==> src/rtl/chiplet_types_pkg.sv <==
// Shared link types for the chiplet switch: flit layout, VC index and egress FSM states.
package chiplet_types_pkg;

    localparam int unsigned LINK_NUM_VCS     = 2;
    localparam int unsigned LINK_VC_W        = (LINK_NUM_VCS > 1) ? $clog2(LINK_NUM_VCS) : 1;
    localparam int unsigned LINK_BUFFER_SIZE = 8;

    typedef logic [LINK_VC_W-1:0] vc_idx_t;

    typedef struct packed {
        vc_idx_t    vc;
        logic [6:0] dest;
    } flit_meta_t;

    typedef struct packed {
        flit_meta_t  metadata;
        logic [15:0] payload;
    } flit_t;

    typedef enum logic [1:0] {
        IDLE,
        WAIT_CREDIT,
        SEND
    } egress_state_t;

endpackage

==> src/rtl/egress_fifo.sv <==
// Small synchronous FIFO of flits; exposes the head and the entry behind it so the
// owner can work out the head that will be visible after a pop.
module egress_fifo
    import chiplet_types_pkg::*;
#(
    parameter int unsigned DEPTH = 2,
    localparam int unsigned CNT_W = $clog2(DEPTH + 1)
) (
    input  logic             clk,
    input  logic             n_rst,
    input  logic             push,
    input  flit_t            push_data,
    input  logic             pop,
    output flit_t            head,
    output flit_t            second,
    output logic             full,
    output logic             empty,
    output logic [CNT_W-1:0] count
);

    localparam int unsigned PTR_W = (DEPTH > 1) ? $clog2(DEPTH) : 1;

    flit_t             mem_q [DEPTH];
    logic [PTR_W-1:0]  rd_q;
    logic [PTR_W-1:0]  wr_q;
    logic [CNT_W-1:0]  count_q;

    // Wrap explicitly so non-power-of-two depths work.
    function automatic logic [PTR_W-1:0] ptr_inc(input logic [PTR_W-1:0] p);
        return (p == PTR_W'(DEPTH - 1)) ? '0 : p + PTR_W'(1);
    endfunction

    // Pointer and occupancy bookkeeping.
    always_ff @(posedge clk) begin
        if (n_rst) begin
            rd_q    <= '0;
            wr_q    <= '0;
            count_q <= '0;
        end else begin
            if (push) wr_q <= ptr_inc(wr_q);
            if (pop)  rd_q <= ptr_inc(rd_q);
            unique case ({push, pop})
                2'b10:   count_q <= count_q + CNT_W'(1);
                2'b01:   count_q <= count_q - CNT_W'(1);
                default: count_q <= count_q;
            endcase
        end
    end

    // Storage needs no reset; occupancy decides what is valid.
    always_ff @(posedge clk) begin
        if (push) mem_q[wr_q] <= push_data;
    end

    // Status and read ports.
    always_comb begin
        head   = mem_q[rd_q];
        second = mem_q[ptr_inc(rd_q)];
        count  = count_q;
        empty  = (count_q == '0);
        full   = (count_q == CNT_W'(DEPTH));
    end

endmodule

==> src/rtl/switch_egress_port.sv <==
// Per-outport egress stage: buffers crossbar flits and forwards them onto the link
// only while the downstream per-VC buffer has credit. Strict in-order (HOL) service.
module switch_egress_port
    import chiplet_types_pkg::*;
#(
    parameter int unsigned NUM_VCS     = LINK_NUM_VCS,
    parameter int unsigned BUFFER_SIZE = LINK_BUFFER_SIZE,
    parameter int unsigned FIFO_DEPTH  = 2,
    localparam int unsigned VC_W  = (NUM_VCS > 1) ? $clog2(NUM_VCS) : 1,
    localparam int unsigned CNT_W = $clog2(BUFFER_SIZE + 1)
) (
    input  logic                            clk,
    input  logic                            n_rst,
    input  logic                            data_ready_in,
    input  flit_t                           flit_in,
    output logic                            packet_sent,
    output logic                            link_valid,
    output flit_t                           link_flit,
    input  logic                            link_ready,
    input  logic                            credit_return_valid,
    input  logic [VC_W-1:0]                 credit_return_vc,
    output logic [NUM_VCS-1:0]              credit_granted,
    output logic [NUM_VCS-1:0][CNT_W-1:0]   credits,
    output logic                            credit_overflow
);

    localparam int unsigned FCNT_W = $clog2(FIFO_DEPTH + 1);

    egress_state_t                     state_q, state_d;
    logic [NUM_VCS-1:0][CNT_W-1:0]     credits_q, credits_d;
    logic [NUM_VCS-1:0]                grant_q, grant_d;
    logic                              overflow_q, overflow_d;

    flit_t                             fifo_head;
    flit_t                             fifo_second;
    logic                              fifo_full;
    logic                              fifo_empty;
    logic [FCNT_W-1:0]                 fifo_count;
    logic                              fifo_pop;

    logic [NUM_VCS-1:0]                send_vc;
    logic [NUM_VCS-1:0]                ret_vc;
    logic                              ret_ok;
    flit_t                             head_nxt;
    logic                              head_nxt_valid;
    logic                              head_nxt_ok;

    egress_fifo #(
        .DEPTH (FIFO_DEPTH)
    ) u_fifo (
        .clk       (clk),
        .n_rst     (n_rst),
        .push      (packet_sent),
        .push_data (flit_in),
        .pop       (fifo_pop),
        .head      (fifo_head),
        .second    (fifo_second),
        .full      (fifo_full),
        .empty     (fifo_empty),
        .count     (fifo_count)
    );

    // Ingress/egress handshakes; full is pop-aware so a full FIFO can stream.
    always_comb begin
        fifo_pop    = (state_q == SEND) && link_ready && !n_rst;
        packet_sent = data_ready_in && (!fifo_full || fifo_pop) && !n_rst;
        link_valid  = (state_q == SEND);
        link_flit   = link_valid ? fifo_head : '0;
    end

    // Per-VC credit update: send/return on the same VC cancel; returns at the cap drop.
    always_comb begin
        credits_d  = credits_q;
        grant_d    = '0;
        send_vc    = '0;
        ret_vc     = '0;
        ret_ok     = credit_return_valid && (32'(credit_return_vc) < NUM_VCS);
        overflow_d = overflow_q || (credit_return_valid && !ret_ok);
        for (int unsigned v = 0; v < NUM_VCS; v++) begin
            send_vc[v] = fifo_pop && (32'(fifo_head.metadata.vc) == v);
            ret_vc[v]  = ret_ok && (32'(credit_return_vc) == v);
            if (send_vc[v] && ret_vc[v]) begin
                grant_d[v] = 1'b1;
            end else if (send_vc[v]) begin
                credits_d[v] = credits_q[v] - CNT_W'(1);
            end else if (ret_vc[v]) begin
                if (credits_q[v] == CNT_W'(BUFFER_SIZE)) begin
                    overflow_d = 1'b1;
                end else begin
                    credits_d[v] = credits_q[v] + CNT_W'(1);
                    grant_d[v]   = 1'b1;
                end
            end
        end
    end

    // Next state is judged on the head and credits as they will be after this edge,
    // which lets a freshly pushed flit go out the following cycle.
    always_comb begin
        if (fifo_pop) begin
            head_nxt_valid = (fifo_count > FCNT_W'(1)) || packet_sent;
            head_nxt       = (fifo_count > FCNT_W'(1)) ? fifo_second : flit_in;
        end else begin
            head_nxt_valid = !fifo_empty || packet_sent;
            head_nxt       = fifo_empty ? flit_in : fifo_head;
        end
        head_nxt_ok = 1'b0;
        for (int unsigned v = 0; v < NUM_VCS; v++) begin
            if ((32'(head_nxt.metadata.vc) == v) && (credits_d[v] != '0)) head_nxt_ok = 1'b1;
        end
        state_d = IDLE;
        if (head_nxt_valid) state_d = head_nxt_ok ? SEND : WAIT_CREDIT;
    end

    // State, credit counters, grant pulses and the sticky overflow flag.
    always_ff @(posedge clk) begin
        if (n_rst) begin
            state_q    <= IDLE;
            credits_q  <= {NUM_VCS{CNT_W'(BUFFER_SIZE)}};
            grant_q    <= '0;
            overflow_q <= 1'b0;
        end else begin
            state_q    <= state_d;
            credits_q  <= credits_d;
            grant_q    <= grant_d;
            overflow_q <= overflow_d;
        end
    end

    // Registered status outputs.
    always_comb begin
        credits         = credits_q;
        credit_granted  = grant_q;
        credit_overflow = overflow_q;
    end

endmodule

==> config.mk <==
export PLATFORM = sky130hd
export DESIGN_NAME = switch_egress_port
export DESIGN_NICKNAME = d
export VERILOG_FILES = /design/src/rtl/chiplet_types_pkg.sv /design/src/rtl/egress_fifo.sv /design/src/rtl/switch_egress_port.sv
export SDC_FILE = /design/constraint.sdc
export NUM_CORES = 1
export LEC_CHECK = 0
export BUFFER_PORTS_ARGS = -buffer_cell sky130_fd_sc_hd__buf_2
export CAP_MARGIN = 10
export CORE_UTILIZATION = 40
export DETAILED_ROUTE_END_ITERATION = 8
export HOLD_SLACK_MARGIN = 0.03
export RECOVER_POWER = 25
export SLEW_MARGIN = 20
export SYNTH_ARGS = -nofsm -noshare
export SYNTH_HDL_FRONTEND = slang
export SYNTH_HIERARCHICAL = 1
export SYNTH_SLANG_ARGS = --single-unit
==> constraint.sdc <==
create_clock -name clk -period 4 [get_ports clk]
set_input_delay 1.2 -clock clk [delete_from_list [all_inputs] [get_ports clk]]
set_output_delay 1.2 -clock clk [all_outputs]
set_load 0.02 [all_outputs]
## Word level (Yosys, flattened, before mapping)

Memory sizes are Yosys's and may differ from the RTL's. A register that Yosys moved wholly into a read port is not among the register bits.
Cells that the tools add are included.

| word-level totals | value |
|---|---|
| register bits after elaboration | 17 |
| latch bits | 0 |
| RAM bits | 48 |
| memory bits (read-only) | 0 |
| output and inout port bits | 37 |
| logic and storage cells | 90 |
| memories | 1 |

| operators by class | value |
|---|---|
| add/subtract/negate cells | 8 |
| $mul | 0 |
| div/mod/pow operators | 0 |
| magnitude comparators | 1 |
| equality and inequality tests | 6 |
| shift operators | 0 |
| multiplexer cells | 39 |
| bitwise operators | 4 |
| reductions and logical operators | 23 |

Memories:

| memory | words | bits a word | read ports | clocked after memory_dff | write ports | RTL line | text |
|---|---|---|---|---|---|---|---|
| u_fifo.mem_q | 2 | 24 | 2 | 1 | 1 | egress_fifo.sv:23 | `flit_t mem_q [DEPTH];` |

Operators by type and width:

| operator | count |
|---|---|
| $mux 24 | 4 |
| $mux 4 | 8 |
| $mux 1 | 25 |
| $logic_and 1x1->1 | 12 |
| $add 4x1->4 const B | 2 |
| $eq 4x4->1 const B | 2 |
| $reduce_bool 4->1 | 2 |
| $sub 4x1->4 const B | 2 |
| $eq 2x2->1 const B | 3 |
| $not 1->1 | 4 |
| $pmux 2 s2 | 1 |
| $logic_not 1->1 | 3 |
| $logic_or 1x1->1 | 3 |
| $add 1x1->1 const B | 2 |
| $add 2x1->2 const B | 1 |
| $eq 2x1->1 const B | 1 |
| $gt 2x1->1 const B | 1 |
| $logic_not 2->1 | 1 |
| $mux 2 | 1 |
| $reduce_bool 2->1 | 1 |
| $reduce_or 2->1 | 1 |
| $sub 2x1->2 const B | 1 |

## Logic depth before layout (Yosys ltp)

| depth | value |
|---|---|
| depth in word-level cells | 11 |
| gate-level depth with buffers | 9 |
| gate-level depth less buffers | 8 |

## Modules after synthesis

The synthesis kept the hierarchy.

By module, submodules not included:

| module | times used | cells an instance | area an instance (sq um) | seq. area each (sq um) |
|---|---|---|---|---|
| egress_fifo | 1 | 124 | 2217.1 | 1541.5 |
| switch_egress_port | 1 | 134 | 1047.3 | 260.2 |

## Least setup slack after synthesis

Ideal clock, no wire load.

| timing | value |
|---|---|
| kind | input port to flip-flop |
| start | input port n_rst |
| end | memory u_fifo/mem_q[0][0] (netlist bit), enable pin |
| library setup time | 0.405 ns |
| arrival time | 2.974 ns |
| data required time | 3.595 ns |
| path slack | 0.621 ns |
| stages | 4 |
| path buffers | 0 |
| cell sequence | nand2b_1 > a21oi_1 > inv_1 > nor2_1 |

| between the ends | value |
|---|---|
| word-level cells in the longest chain between the ends | 7 |

RTL lines:

| element | RTL line | text |
|---|---|---|
| start, declared | switch_egress_port.sv:13 | `input logic n_rst,` |
| $logic_not 1->1 * | switch_egress_port.sv:65, switch_egress_port.sv:66 |  |
| $logic_and 1x1->1 | switch_egress_port.sv:65 | `fifo_pop = (state_q == SEND) && link_ready && !n_rst;` |
| $logic_or 1x1->1 | switch_egress_port.sv:66 | `packet_sent = data_ready_in && (!fifo_full \|\| fifo_pop) && !n_rst;` |
| $logic_and 1x1->1 | switch_egress_port.sv:66 |  |
| $logic_and 1x1->1 * | switch_egress_port.sv:66 |  |
| net packet_sent | switch_egress_port.sv:16 | `output logic packet_sent,` |
| $mux 1 * | egress_fifo.sv:52 | `if (push) mem_q[wr_q] <= push_data;` |
| $mux 1 (not written as such) * | egress_fifo.sv:52 |  |
| end, declared | egress_fifo.sv:23 |  |

The timed path passes the listed nets; every way through them passes the cells marked *.

## Worst setup path after layout

| timing | value |
|---|---|
| start | input port n_rst |
| end | output port packet_sent |

| between the ends | value |
|---|---|
| word-level cells in the longest chain between the ends | 5 |

RTL lines:

| element | RTL line |
|---|---|
| $logic_not 1->1 * | switch_egress_port.sv:65, switch_egress_port.sv:66 |
| $logic_and 1x1->1 | switch_egress_port.sv:65 |
| $logic_or 1x1->1 | switch_egress_port.sv:66 |
| $logic_and 1x1->1 | switch_egress_port.sv:66 |
| $logic_and 1x1->1 * | switch_egress_port.sv:66 |
| end, declared | switch_egress_port.sv:16 |

Mark *: on every way between the ends. The rest lies on a longest branch, timed or not.

==> flow_metrics.tcl <==
set metrics [dict create \
    setup_tns_ps 0 \
    cp_common_cell "buf_2" \
    vias 2032 \
    static-leakage-power_nw 1.42 \
    die_w_um 88.7 \
    clk_latency_ps 330 \
    grt_busiest_layer "met2" \
    multi_input_area_um2 1120 \
    outcome "finished clean" \
    cts_buffer_depth 2 \
    initial_core_util 0.414 \
    clock-sinks 66 \
    crit_slowest_cell "a21oi_1" \
    arrival_ps 2070 \
    core_area_um2 7250 \
    setup_viol 0 \
    die_h_um 88.7 \
    h-tree-depth 3 \
    cap_viol_max_count 0 \
    firstDrtPassIters 4 \
    period_needed_ps 3270 \
    n_fill_cell 672 \
    crit_type "input port to output pin" \
    fin_skew_ps 7.09 \
    setup_slack_ps 730 \
    drtIter0Drc 54 \
    worst_hold_slack_ps 475 \
    slowest_delay_ps 240 \
    syn_area_um2 3010 \
    place.gp.congestion 0.823 \
    critPathRequiredTime_ps 2800 \
    antenna_found_initial 0 \
    final_common_cell "buf_2" \
    wire_per_inst_um 14.0 \
    layout_common_cells "buf_2, edfxtp_1, and2_1, mux2_2, dfxtp_1" \
    layout.nets 340 \
    grt_use_total 0.155 \
    met1_usage 0.185 \
    cts_root_buf "clkbuf_8" \
    power_density_nw_per_um2 436 \
    maxSlewHeadroom 0.758 \
    synth_cells 235 \
    drive_above_1_share 0.368 \
    post-route-util 0.499 \
    route.detailed.drc 0 \
    grt_overflow 0 \
    seqCellArea_um2 1800 \
    hold_class "register to register" \
    synth_warnings 6 \
    grt_max_degree 26 \
    crit_fanout 19 \
    diodes 0 \
    rsz0062_at_grt "no" \
    worst_pin_slew_ps 364 \
    top_level_ports 67 \
    worst_setup_path_end_kind "output pin" \
    cp_cell_sequence "buf_2 > nand2b_1 > a21oi_1 > buf_2" \
    critPathLaunchType "input port" \
    area_delta_synth_final_pct 20.4 \
    dieArea_um2 7860 \
    post_cts_buffers 0 \
    dpl_cell_area_um2 3430 \
    row_count 31 \
    r2r_slack_ps 1830 \
    syn_nets 270 \
    grtUsageMet3 0.0550 \
    cts_tree "done" \
    grt_pass1_wl_um 8980 \
    syn_avg_cell_area_um2 12.8 \
    design_area_um2 3620 \
    hold_buffers 0 \
    totalWireLength_um 5740 \
    cts_buffers 9 \
    postRouteAntennaNets 0 \
    hold_viol_final 0 \
    dpl_worst_slack_ps 730 \
    finalCritPeriodShare 0.817 \
    slew_viol_final 0 \
    clk_pin_slew_worst_paths_ps 70 \
    grt_util_met2 0.253 \
    hpwl_um 3800 \
    port_buffers 66 \
    via_per_inst 4.97 \
    max_freq_mhz 306 \
    cts.repair.resized 0 \
    grt_pass1_vias 1958 \
    vdd_ir_drop_max_uv 195 \
]
==> worst paths after layout <==
check	end	cells past startpoint	from
max	packet_sent	4	n_rst
min	credit_overflow	2	credit_overflow
max reg2reg	state_q[1]	6	register
min reg2reg	credit_overflow	2	credit_overflow
==> routing by layer <==
layer  routed length (µm)  up-vias
met4                   51        0
met5                    0        -
met1                 2530      955
li1                     -      997
met3                  442        6
met2                 2710       74
==> layout make-up <==
class	instances	area share
inverter	7	0.00726
clock inverter	5	0.0152
clock buffer	11	0.0363
multi-input combinational	151	0.310
sequential	66	0.498
tap	99	0.0342
timing repair buffer	70	0.0986
==> per-stage QoR <==
| stage | power [mW] | cells |
|---|---|---|
| 6_report | 1.58 | 409 |
| 5_1_grt | 1.66 | 409 |
| 4_1_cts | 1.60 | 409 |
| 3_5_place_dp | 1.06 | 393 |
| 3_3_place_gp | 1.06 | 393 |
| 2_1_floorplan | 0.976 | 235 |
==> power breakdown <==
part	internal, mW	leakage (nW)	switching [mW]
logic	0.106	0.741	0.151
registers	0.768	0.587	0.0178
clock network	0.286	0.0893	0.250
==> sequential cells by signal (all words and copies together), names as in the netlist, named ones only <==
signal / cells
credit_overflow: 1
u_fifo/count: 2
state_q: 2
u_fifo/wr_q: 1
credit_granted: 2
u_fifo/mem_q: 48
credits: 8
u_fifo/rd_q: 1
==> worst max-delay path, delay by kind of cell <==
kind	cells	cell delay [ps]
buf+inv	2	440
compound gates	1	240
simple gates	1	180
No activity file was read; power rests on OpenSTA's default activity.
